$ cat src/rtl/debounce_sync.sv
// Synchronises and debounces a raw asynchronous level into the CLK domain.
// Emits a filtered level plus one-cycle rise/fall pulses on each accepted change.
module debounce_sync #(
    parameter int unsigned SYNC_STAGES   = 2,
    parameter int unsigned STABLE_CYCLES = 1000,
    parameter int unsigned CNT_W         = 16,
    parameter logic        RESET_VAL     = 1'b0
) (
    input  logic CLK,
    input  logic RST_n,
    input  logic din,
    output logic dout,
    output logic rise,
    output logic fall,
    output logic busy
);

    typedef enum logic {
        ST_STABLE = 1'b0,
        ST_WAIT   = 1'b1
    } state_t;

    localparam logic [CNT_W-1:0] CNT_MAX = CNT_W'(STABLE_CYCLES - 1);

    logic [SYNC_STAGES-1:0] sync_q;
    logic                   s_sync;
    state_t                 state_q;
    logic [CNT_W-1:0]       cnt_q;
    logic                   dout_q;
    logic                   rise_q;
    logic                   fall_q;

    assign s_sync = sync_q[SYNC_STAGES-1];

    always_ff @(posedge CLK or negedge RST_n) begin
        if (!RST_n) begin
            sync_q <= {SYNC_STAGES{RESET_VAL}};
        end else begin
            sync_q <= {sync_q[SYNC_STAGES-2:0], din};
        end
    end

    // Qualification: s_sync must disagree with dout on STABLE_CYCLES+1
    // consecutive edges; any agreeing edge drops back to STABLE.
    always_ff @(posedge CLK or negedge RST_n) begin
        if (!RST_n) begin
            state_q <= ST_STABLE;
            cnt_q   <= '0;
            dout_q  <= RESET_VAL;
            rise_q  <= 1'b0;
            fall_q  <= 1'b0;
        end else begin
            rise_q <= 1'b0;
            fall_q <= 1'b0;
            unique case (state_q)
                ST_STABLE: begin
                    cnt_q <= '0;
                    if (s_sync != dout_q) begin
                        state_q <= ST_WAIT;
                    end
                end
                ST_WAIT: begin
                    if (s_sync == dout_q) begin
                        state_q <= ST_STABLE;
                        cnt_q   <= '0;
                    end else if (cnt_q == CNT_MAX) begin
                        state_q <= ST_STABLE;
                        cnt_q   <= '0;
                        dout_q  <= ~dout_q;
                        rise_q  <= ~dout_q;
                        fall_q  <= dout_q;
                    end else begin
                        cnt_q <= cnt_q + 1'b1;
                    end
                end
                default: begin
                    state_q <= ST_STABLE;
                    cnt_q   <= '0;
                end
            endcase
        end
    end

    assign dout = dout_q;
    assign rise = rise_q;
    assign fall = fall_q;
    assign busy = (state_q == ST_WAIT);

endmodule
$ cat config.mk
export PLATFORM = sky130hd
export DESIGN_NAME = debounce_sync
export DESIGN_NICKNAME = d
export VERILOG_FILES = /design/src/rtl/debounce_sync.sv
export SDC_FILE = /design/constraint.sdc
export NUM_CORES = 1
export LEC_CHECK = 0
export CAP_MARGIN = 5
export CORE_AREA = 2 2 65 67
export CTS_BUF_LIST = sky130_fd_sc_hd__clkbuf_2 sky130_fd_sc_hd__clkbuf_4 sky130_fd_sc_hd__clkbuf_8
export DETAILED_ROUTE_END_ITERATION = 6
export DIE_AREA = 0 0 67 69
export DONT_BUFFER_PORTS = 1
export SLEW_MARGIN = 40
export SYNTH_ARGS = -nofsm -noshare
export SYNTH_HDL_FRONTEND = slang
export SYNTH_SLANG_ARGS = --single-unit
$ cat constraint.sdc
create_clock -name CLK -period 4.61 [get_ports CLK]
set_clock_uncertainty 0.1 [all_clocks]
set_input_delay 1.383 -clock CLK [delete_from_list [all_inputs] [get_ports CLK]]
set_output_delay 1.383 -clock CLK [all_outputs]
set_load 0.005 [all_outputs]
==> run summary <==
Synth area leader - dfrtp_1
Longest Clk Path Bufs - 2
Final setup fails - 0
Fill cells - 417
Hold Crit Class - register to register
Post-CTS Setup Bufs - 0
Netlist cell types - 18
Pre-antenna DRT Iters - 4
Final Wtd Congestion - 0.791
WL final - 1670 um
Layout cells sized above 1 - 0.0638
Post-synth top cells - 22 x dfrtp_1, 18 x nor2_1, 10 x xnor2_1
Post-DR wirelength/cell - 11.6 um
Antenna fix cells - 0
Slew HR - 0.574
Clock sinks - 22
Pleak - 0.415 nW
First-pass GRT wire length - 2900 um
Reg clk slew, reported paths - 0.07 ns
Drt initial violations - 21
EDFF count, synth - 0
Period minus WS final - 2.18 ns
Combinational power share - 0.016
CTS tree - yes
DRC violation count after routing - 0
H-tree Lvls - 1
CTS Root Cell - clkbuf_8
# IOs - 7
Crit path launch type - register
Tcrit/Tclk final - 0.472
Reg power frac - 0.624
Starting density of the core - 0.251
CTS Buf Count - 3
Switch share - 0.192
CP max FO - 5
Clock share of power - 0.360
Maximum clock rate - 0.459 GHz
Mapped Nets - 96
Synth async-reset ratio - 1.00
Final net count - 100
Fin util - 0.279
Status - finished, final reports clean
Final Cell Area - 0.00109 mm^2
Cts hold-fix bufs - 0
Chip height - 69 um
Crit path kind - register to output port
Post-synth top flop - dfrtp_1
Cells after Synth - 92
Final ANT Viol Nets - 0
Total grt overflow - 0
Area Overhead vs Synth - 11.1%
I/O Buffers - 0
WP data required - 3.13 ns
Die area - 0.00462 mm^2
Antenna violations before repair - 0
FP Rows - 23
Largest net degree at the start of global routing - 23
Post-DP HPWL - 1210 um
Ranking of synthesized cells by area - dfrtp_1 56%, xnor2_1 8.9%, nor2_1 6.9%, xor2_1 4.5%, nand4_1 3.8%
Die width - 67 um
Max-cap violations - 0
Floorplan core area - 0.00391 mm^2
Placed instance area - 0.00105 mm^2
Yosys warning total - 0
Post-synthesis sequential area ratio - 0.560
Seq cells post-synth - 22
Most frequent cell after synthesis - dfrtp_1
Fraction of synthesized cell area taken by the top area cell type - 0.560
Post-CTS sizing - 0
Fin. max-slew vios - 0
RSZ-0062 raised after global routing - no
Post-synthesis instance area - 983 um^2
Cell area power density - 289 mW/mm^2
Setup TNS - 0 ns
GRT Util Overall - 0.0803
Fin. Hold Viols - 0
Syn Area/Cell - 10.7 um^2
DR vias/cell - 4.58
Worst IR Drop VDD - 0.0000782 V
Clk_lat worst skew - 0.26 ns
Critical path endpoint category - output port
Routed via count - 659
Slew @ Worst Pin - 0.637 ns
Vias in the first global route - 671
Crit path DAT - 0.69 ns
P_sw - 0.0608 mW
Internal power - 0.255 mW
registers in the layout, summed over array words and instances (netlist names):
name,cells
rise,1
dout,1
busy,1
sync_q,2
cnt_q,16
fall,1
logic make-up (layout without fill, tap and decap cells):
| logic type | count (synthesis) | in the layout | synth area share |
|---|---|---|---|
| XOR/XNOR | 15 | 15 | 0.134 |
| AO/OA/AOI/OAI | 1 | 1 | 0.0165 |
| AND/OR/NAND/NOR | 49 | 49 | 0.249 |
| multiplexers | 1 | 1 | 0.0153 |
| adder cells (fa/ha/maj) | 1 | 1 | 0.0127 |
| flip-flops | 22 | 22 | 0.560 |
| buffers and inverters | 3 | 5 | 0.0127 |
routing by layer:
| metal | up-vias | wire (um) | part of all wire | GRT usage |
|---|---|---|---|---|
| met2 | 21 | 859 | 0.51 | 0.129 |
| met3 | 4 | 59 | 0.035 | 0.00979 |
| met4 | 0 | 38 | 0.023 | 0.0544 |
| met5 | - | 0 | 0 | 0 |
| met1 | 312 | 717 | 0.43 | 0.0977 |
| li1 | 322 | - | - | - |
cell type report:
cell class | count | area (um^2) | share of cell area
Tap cell | 50 | 62.6 | 0.0573
Clock buffer | 3 | 41.3 | 0.0378
Inverter | 2 | 7.51 | 0.00687
Multi-Input combinational cell | 67 | 430 | 0.394
Sequential cell | 22 | 551 | 0.504
final timing paths:
check / slack [ns] / cells past startpoint / endpoint / start
min: 0.25 / 0 / sync_q[1] / sync_q[0]
max reg2reg: 2.51 / 4 / dout / cnt_q[0]
max: 2.43 / 0 / dout / dout
max in group asynchronous: 3.62 / 0 / cnt_q[14] / RST_n
min reg2reg: 0.25 / 0 / sync_q[1] / sync_q[0]
min in group asynchronous: 0.71 / 0 / cnt_q[6] / RST_n
power by group through the flow:
stage	clock [mW]	combinational (mW)	sequential [mW]
after floorplan	0	0.00411	0.200
after global placement	0	0.00470	0.201
after detailed placement	0	0.00530	0.201
after CTS	0.119	0.00531	0.197
after global routing	0.125	0.00567	0.197
final	0.114	0.00512	0.197
cells in the final DEF (no fill, tap or decap), drive strengths merged:
cell and n:
o311ai 1, inv 2, nor3 3, and4 1, nand2 7, and2 1, ha 1, xor2 5
xnor2 10, nor3b 2, dfrtp 22, mux2 1, nor2 18, or4 1, clkbuf 3, nor4 6
nand3 4, nand4 6
worst register-to-register path: stages (launching register included):
cell	delay, ns
dfrtp_1	0.39
ha_1	0.28
nand4_1	0.26
or4_4	0.64
mux2_4	0.31
metrics by stage:
step	total power, mW	hold slack, ns	worst slack, ns	cells
5_1_grt	0.328	0.264	2.40	144
2_1_floorplan	0.204	0.231	2.70	92
3_5_place_dp	0.206	0.237	2.52	141
6_report	0.316	0.252	2.43	144
4_1_cts	0.321	0.254	2.42	144
3_3_place_gp	0.205	0.233	2.45	141
No activity file was read; power rests on OpenSTA's default activity.
